$ cat src/rtl/all_pkgs.sv
// Shared types and constants for the front-end pipeline blocks.
// Holds the datapath width, instruction size and fetch controller state encoding.
package all_pkgs;

  localparam int WIDTH       = 32;
  localparam int INSTR_BYTES = 4;

  typedef enum logic [1:0] {
    BOOT     = 2'd0,
    RUN      = 2'd1,
    REDIRECT = 2'd2,
    HALT     = 2'd3
  } fetch_ctrl_state_t;

endpackage

$ cat src/rtl/fetch_ctrl_stall_watchdog.sv
// Stall watchdog: counts consecutive enabled cycles, sets a sticky flag at STALL_TIMEOUT.
// The flag is registered and is visible the cycle after the Nth counted cycle. It clears only on rst.
module stall_watchdog #(
  parameter int STALL_TIMEOUT = 1024
) (
  input  logic clk,
  input  logic rst,
  input  logic count_en_i,
  output logic timeout_o
);

  localparam int CW = $clog2(STALL_TIMEOUT + 1);

  logic [CW-1:0] cnt_q, cnt_d;
  logic          flag_q, flag_d;

  always_comb begin
    cnt_d  = '0;
    flag_d = flag_q;
    if (count_en_i) begin
      // Saturate so a very long stall cannot wrap back below the threshold.
      cnt_d = (cnt_q == CW'(STALL_TIMEOUT)) ? cnt_q : cnt_q + CW'(1);
      if (cnt_d == CW'(STALL_TIMEOUT)) flag_d = 1'b1;
    end
  end

  always_ff @(posedge clk) begin
    if (rst) begin
      cnt_q  <= '0;
      flag_q <= 1'b0;
    end else begin
      cnt_q  <= cnt_d;
      flag_q <= flag_d;
    end
  end

  assign timeout_o = flag_q;

endmodule

$ cat src/rtl/fetch_ctrl.sv
// Fetch sequencing controller: boot, redirect bubbles, halt and stall watchdog.
// flush/flush_pc/halted are registered (1-cycle latency). Perf counters are enabled by FETCH_CTRL_PERF_EN.
module fetch_ctrl
  import all_pkgs::*;
#(
  parameter logic [WIDTH-1:0] RESET_PC      = 32'h0000_0000,
  parameter int               BOOT_CYCLES   = 2,
  parameter int               STALL_TIMEOUT = 1024
) (
  input  logic             clk,
  input  logic             rst,
  input  logic [WIDTH-1:0] fetch_pc,
  input  logic             if_ready,
  input  logic             hazard_stall,
  input  logic             redirect_valid,
  input  logic [WIDTH-1:0] redirect_pc,
  input  logic             halt_req,
  input  logic             resume,
  output logic             stall,
  output logic             flush,
  output logic [WIDTH-1:0] flush_pc,
  output logic [WIDTH-1:0] next_pc,
  output logic             req,
  output logic             halted,
  output logic             misalign_err,
`ifdef FETCH_CTRL_PERF_EN
  output logic [31:0]      perf_stall_cycles,
  output logic [31:0]      perf_redirects,
  output logic [31:0]      perf_halts,
`endif
  output logic             stall_timeout
);

  localparam int BW = $clog2(BOOT_CYCLES + 1);
  localparam int AW = $clog2(INSTR_BYTES);

  fetch_ctrl_state_t state_q, state_d;
  logic [BW-1:0]     boot_cnt_q, boot_cnt_d;
  logic              flush_q;
  logic [WIDTH-1:0]  flush_pc_q, flush_pc_d;
  logic              halted_q;
  logic              misalign_q, misalign_d;
  logic              pend_q, pend_d;
  logic [WIDTH-1:0]  pend_pc_q, pend_pc_d;
  logic              rd_aligned;

  assign rd_aligned = (redirect_pc[AW-1:0] == '0);
  assign next_pc    = fetch_pc + WIDTH'(INSTR_BYTES);

  always_comb begin
    state_d    = state_q;
    boot_cnt_d = boot_cnt_q;
    flush_pc_d = flush_pc_q;
    misalign_d = misalign_q;
    pend_d     = pend_q;
    pend_pc_d  = pend_pc_q;
    stall      = 1'b0;
    req        = 1'b0;
    unique case (state_q)
      BOOT: begin
        stall = 1'b1;
        if (boot_cnt_q == BW'(BOOT_CYCLES - 1)) begin
          state_d    = REDIRECT;
          flush_pc_d = RESET_PC;
        end else begin
          boot_cnt_d = boot_cnt_q + BW'(1);
        end
      end
      REDIRECT: begin
        state_d = RUN;
        if (redirect_valid) begin
          if (rd_aligned) begin
            state_d    = REDIRECT;
            flush_pc_d = redirect_pc;
          end else begin
            misalign_d = 1'b1;
            state_d    = HALT;
          end
        end
      end
      RUN: begin
        req   = 1'b1;
        stall = hazard_stall | ~if_ready;
        if (redirect_valid) begin
          if (rd_aligned) begin
            state_d    = REDIRECT;
            flush_pc_d = redirect_pc;
          end else begin
            misalign_d = 1'b1;
            state_d    = HALT;
          end
        end else if (halt_req) begin
          state_d = HALT;
        end
      end
      HALT: begin
        stall = 1'b1;
        if (redirect_valid) begin
          if (rd_aligned) begin
            pend_d    = 1'b1;
            pend_pc_d = redirect_pc;
          end else begin
            misalign_d = 1'b1;
          end
        end
        // A redirect arriving together with resume is honoured as the latest one.
        if (resume) begin
          if (pend_d) begin
            state_d    = REDIRECT;
            flush_pc_d = pend_pc_d;
            pend_d     = 1'b0;
          end else begin
            state_d = RUN;
          end
        end
      end
      default: state_d = BOOT;
    endcase
  end

  always_ff @(posedge clk) begin
    if (rst) begin
      state_q    <= BOOT;
      boot_cnt_q <= '0;
      flush_q    <= 1'b0;
      flush_pc_q <= RESET_PC;
      halted_q   <= 1'b0;
      misalign_q <= 1'b0;
      pend_q     <= 1'b0;
      pend_pc_q  <= '0;
    end else begin
      state_q    <= state_d;
      boot_cnt_q <= boot_cnt_d;
      flush_q    <= (state_d == REDIRECT);
      flush_pc_q <= flush_pc_d;
      halted_q   <= (state_d == HALT);
      misalign_q <= misalign_d;
      pend_q     <= pend_d;
      pend_pc_q  <= pend_pc_d;
    end
  end

  assign flush        = flush_q;
  assign flush_pc     = flush_pc_q;
  assign halted       = halted_q;
  assign misalign_err = misalign_q;

  stall_watchdog #(
    .STALL_TIMEOUT(STALL_TIMEOUT)
  ) u_watchdog (
    .clk        (clk),
    .rst        (rst),
    .count_en_i ((state_q == RUN) && stall),
    .timeout_o  (stall_timeout)
  );

`ifdef FETCH_CTRL_PERF_EN
  logic [31:0] perf_stall_q, perf_redir_q, perf_halt_q;

  always_ff @(posedge clk) begin
    if (rst) begin
      perf_stall_q <= '0;
      perf_redir_q <= '0;
      perf_halt_q  <= '0;
    end else begin
      if ((state_q == RUN) && stall && (perf_stall_q != '1))
        perf_stall_q <= perf_stall_q + 32'd1;
      // The boot flush is not a control-flow redirect.
      if ((state_d == REDIRECT) && (state_q != BOOT) && (perf_redir_q != '1))
        perf_redir_q <= perf_redir_q + 32'd1;
      if ((state_d == HALT) && (state_q != HALT) && (perf_halt_q != '1))
        perf_halt_q <= perf_halt_q + 32'd1;
    end
  end

  assign perf_stall_cycles = perf_stall_q;
  assign perf_redirects    = perf_redir_q;
  assign perf_halts        = perf_halt_q;
`endif

endmodule

$ cat config.mk
export PLATFORM = sky130hd
export DESIGN_NAME = fetch_ctrl
export DESIGN_NICKNAME = d
export VERILOG_FILES = /design/src/rtl/all_pkgs.sv /design/src/rtl/fetch_ctrl_stall_watchdog.sv /design/src/rtl/fetch_ctrl.sv
export SDC_FILE = /design/constraint.sdc
export NUM_CORES = 1
export LEC_CHECK = 0
export CORE_UTILIZATION = 42
export CTS_CLUSTER_SIZE = 40
export DETAILED_ROUTE_END_ITERATION = 6
export PLACE_DENSITY = 0.77
export SETUP_SLACK_MARGIN = 0.2
export SYNTH_ARGS = -nofsm -noshare
export SYNTH_HDL_FRONTEND = slang
export SYNTH_SLANG_ARGS = --single-unit
$ cat constraint.sdc
create_clock -name clk -period 2.5 [get_ports clk]
set_input_delay 0.5 -clock clk [delete_from_list [all_inputs] [get_ports clk]]
set_output_delay 0.5 -clock clk [all_outputs]
set_load 0.02 [all_outputs]
---- After elaboration in Yosys (flattened, before gate mapping) ----
Cells that the tools add are included.
W data, S select, Z words.
word-level totals
  bits of input ports ..................... 71
  output and inout bits ................... 70
  word-level logic and storage cells ...... 65
  register bits ........................... 84
operators by class
  add/sub/neg operators ................... 3
  eq/ne operators ......................... 13
  muxes and demuxes ....................... 23
  bitwise operators ....................... 5
  reduce and logical (&&, ||, !) cells .... 11
operators by type and width
  operator                 number
  $mux W32                 7
  $pmux W32 S3             1
  $add A32 B3 Y32 const B  1
  $eq A11 B11 Y1 const B   2
  $mux W2                  6
  $add A11 B1 Y11 const B  1
  $mux W11                 1
  $eq A2 B2 Y1 const B     4
  $pmux W2 S4              1
  $mux W1                  6
  $ne A2 B2 Y1 const B     3
  $reduce_or A2 Y1         3
  $reduce_and A5 Y1        1
  $eq A2 B1 Y1 const B     2
  $logic_not A2 Y1         2
  $ne A2 B1 Y1 const B     2
  $not A1 Y1               4
  $reduce_and A2 Y1        2
  $reduce_and A3 Y1        1
  $reduce_or A3 Y1         1
  $add A2 B1 Y2 const B    1
  $pmux W1 S2              1
  $logic_and A1 B1 Y1      1
  $or A1 B1 Y1             1

---- Longest topological paths before layout ----
Gate-level depths: netlist of run 1.
  depth after elaboration ................. 8
  gate-level depth with buffers ........... 9
  gate-level depth less buffers ........... 7

---- Hierarchy ----
From an unflattened synthesis of run 1, not the netlist that was laid out.
second synthesis, totals
  cell total of the unflattened synthesis .. 532
  area, all modules ....................... 4385.5 µm²
by module, submodules not included
  module          area an instance (µm²)  cells each  sequential area each (µm²)  times used
  fetch_ctrl      3728.6                  457         1441.4                      1
  stall_watchdog  656.9                   75          240.2                       1

---- Least setup slack after synthesis of run 1 ----
Ideal clock, no wire load.
  path type ............................... input to output
  start point ............................. input fetch_pc[2]
  end point ............................... output next_pc[26]
  setup slack ............................. -0.240 ns
  required time ........................... 2.000 ns
  arrival ................................. 2.240 ns
  cell stages on the path ................. 6
  path buffers ............................ 0
  path through ............................ ha_1 -> nand3_1 -> or3_4 -> or4_4 -> nor2_1 -> xor2_1
on the way
  longest elaborated chain between the ends .. 1
ends and longest elaborated chain
  item             line              source
  start, declared  fetch_ctrl.sv:12  input logic [WIDTH-1:0] fetch_pc,
  $add A32 B3 Y32  fetch_ctrl.sv:48  assign next_pc = fetch_pc + WIDTH'(INSTR_BYTES);
  end, declared    fetch_ctrl.sv:22  output logic [WIDTH-1:0] next_pc,
No other way between the ends.

---- Final worst setup path of run 1 ----
  start point ............................. input fetch_pc[6]
  end point ............................... output next_pc[31]
Same word-level chain as after synthesis.

==> flow_metrics.py, run 1 <==
metrics = {
    "worst_setup_path": {
        "path_class": "in -> out",
        "r2r_cells": 7,
        "slowest_delay_ns": 0.53,
        "path_max_fanout": 4,
        "worstSetupStartpointType": "input port",
        "worstPathCellList": "buf_8 > nand3_4 > or4_4 > or3_4 > nor3_4 > xor2_2 > buf_6",
        "crit_required_ns": 2.00,
        "slowest_stage": "or4_4",
        "crit_arrival_ns": 2.13,
        "worstSetupEndpointType": "output pin",
    },
    "floorplanning": {
        "die_w_um": 103,
        "core_area_mm2": 0.00986,
        "dieArea_mm2": 0.0107,
        "core.rowCount": 36,
        "io_pins": 141,
        "die_y_um": 103,
        "start_util": 0.437,
    },
    "yosys": {
        "syn_nets": 625,
        "synthFlopType": "dfxtp_1",
        "syn_area_mm2": 0.00431,
        "synth_seq_cells": 84,
        "synth_warnings": 0,
        "netlist_instances": 545,
        "synthArstFlopShare": 0,
        "synth_area_per_cell_um2": 7.91,
        "ys_seq_area_frac": 0.390,
        "synth_edf_count": 0,
        "ys_types": 44,
    },
    "global_route": {
        "overflow": 0,
        "grt_pass1_wl_um": 19100,
        "grtUsageTotal": 0.230,
        "antenna_found_initial": 0,
        "grt_pass1_vias": 4199,
        "grt_max_degree": 57,
    },
    "placed_design": {
        "io_buffer_count": 136,
        "dp_cells": 825,
        "placed_area_mm2": 0.00625,
        "gp_congestion": 0.841,
        "dp_hpwl_um": 8730,
        "pre_cts_ws_ns": -1.15,
    },
    "cells_and_area": {
        "postLayoutCoreUtil": 0.664,
        "final_area_mm2": 0.00655,
        "drive_gt1_frac": 0.215,
        "fill_cells": 794,
        "layout.nets": 786,
        "area_growth_syn_to_layout_pct": 52.0,
        "final_common_cell": "nand2_1",
        "final_cell_mix": "103 x nand2_1, 85 x clkdlybuf4s50_1, 83 x dfxtp_1, 69 x a21oi_1, 61 x buf_4",
        "stdcell_count": 844,
        "antenna_cells": 0,
    },
    "sta": {
        "fin_crit_sh": 1.05,
        "fmax_ghz": 0.381,
        "fin_crit_ns": 2.63,
        "whs_ns": 0.458,
        "drv_slew": 0,
        "tightestPinTransition_ns": 0.568,
        "setup_tns_ns": -0.798,
        "hold_viol": 0,
        "fin_worst_skew_ns": 0.00966,
        "setup_slack_ns": -0.128,
        "slew_headroom": 0.621,
        "rsz0062_at_grt": "true",
        "setup_viol": 11,
    },
    "clock_network": {
        "cts_hold_buf": 0,
        "tritoncts": "done",
        "clockBufferDepth": 2,
        "clk_pin_slew_ns": 0.08,
        "cts_root_buffer": "clkbuf_8",
        "htreeDepth": 3,
        "clk_latency_ns": 0.36,
        "cts_buffers": 9,
        "clock-sinks": 84,
    },
    "run": {
        "maxCapViolCount": 0,
    },
    "worst_hold_path": {
        "holdPathStages": 2,
        "hold_class": "reg -> reg",
    },
    "run_status": {
        "status": "finished with violations",
        "violations": "setup timing",
    },
    "routing": {
        "drt_iter0_drc": 247,
        "antenna_left": 0,
        "vias_per_cell": 5.33,
        "firstDrtPassIters": 5,
        "wl_per_cell_um": 14.6,
        "finalWirelength_um": 12400,
        "drc": 0,
        "dr_total_vias": 4496,
    },
    "pwr": {
        "power_leakage_nw": 2.36,
        "ir_drop_mv": 0.487,
        "p_total_mw": 4.42,
        "power.density_mw_per_mm2": 675,
    },
}
## cells by family (layout without fill, tap and decap cells)
group / count (synthesis) / in the layout / synth area share
adders and majority gates: 9 / 9 / 0.0261
buffers and inverters: 62 / 228 / 0.0641
and+or+nand+nor: 229 / 229 / 0.261
DFF: 84 / 84 / 0.390
AOI/OAI and AO/OA: 121 / 121 / 0.178
xor gates and xnor gates: 40 / 40 / 0.0813
## registers in the layout (all words and copies together) (netlist names)
name,count
flush_pc,32
pend_pc_q,32
u_watchdog.cnt_q,11
boot_cnt_q,2
state_q,2
flush,1
halted,1
misalign_err,1
pend_q,1
u_watchdog.timeout_o,1
## per-layer routing
layer | GRT usage | share of wire | up-vias
met5 | 0 | 0 | -
met4 | 0.0986 | 0.030 | 0
met3 | 0.0517 | 0.057 | 30
met2 | 0.393 | 0.50 | 171
met1 | 0.278 | 0.41 | 2076
li1 | - | - | 2219
## area by class of cell
cell class | count | area, um2 | area share
clock buffers | 9 | 124 | 0.0189
clock inverters | 7 | 75.1 | 0.0115
inverters | 19 | 71.3 | 0.0109
multi-input cells | 399 | 2640 | 0.403
flip-flops and latches | 84 | 1680 | 0.257
well taps | 133 | 166 | 0.0254
repair buffers | 193 | 1790 | 0.274
## repair_timing
action / CTS / global route
buffers inserted: 1 / 2
resized for setup: 190 / 26
hold endpoints to repair: 0 / 0
pin swaps: 20 / 11
setup endpoints to repair: 31 / 27
## power by group
| group | switching [mW] | internal [mW] |
|---|---|---|
| clock network | 0.524 | 0.467 |
| logic | 1.13 | 0.805 |
| registers | 0.0641 | 1.44 |
| total | 1.71 | 2.71 |
## cells in the mapped netlist, types with 2 or more instances
master	instances	area, um2
a211oi_1	2	15.0
a21oi_1	69	345
a31oi_1	2	12.5
a32oi_1	32	280
and3_1	4	25.0
and4_1	2	17.5
buf_2	5	25.0
buf_4	2	15.0
buf_6	4	45.0
clkbuf_1	32	120
dfxtp_1	84	1680
ha_1	9	113
inv_1	19	71.3
nand2_1	104	390
nand2b_1	2	12.5
nand3_1	13	65.1
nand3b_1	2	15.0
nand4_1	8	50.1
nor2_1	33	124
nor2b_1	3	18.8
nor3_1	5	25.0
nor3_2	2	20.0
nor3b_1	4	30.0
o211ai_1	2	15.0
o21ai_0	5	25.0
o31ai_1	2	15.0
or3_1	37	231
or3_4	2	22.5
or4_1	2	15.0
xnor2_1	18	158
xor2_1	22	193
## final timing paths
path                 from            to  slack [ns]
min          flush_pc[30]  flush_pc[30]        0.46
min reg2reg  flush_pc[30]  flush_pc[30]        0.46
max reg2reg    state_q[0]  flush_pc[22]        0.37
max           fetch_pc[6]   next_pc[31]       -0.13
## critical path: cells and delay by family
| family | cells | cell delay, ns |
|---|---|---|
| buf+inv | 2 | 0.21 |
| simple gates | 4 | 1.24 |
| xor+xnor | 1 | 0.17 |
Power figures use the tool's default switching activity.
==> inputs of run 2 (changes only) <==
- ABC_CLOCK_PERIOD_IN_PS: not set -> 2500
- CTS_CLUSTER_DIAMETER: not set -> 150
==> results of run 2 <==
Final layout, timing and power as in run 1 (identical DEF).
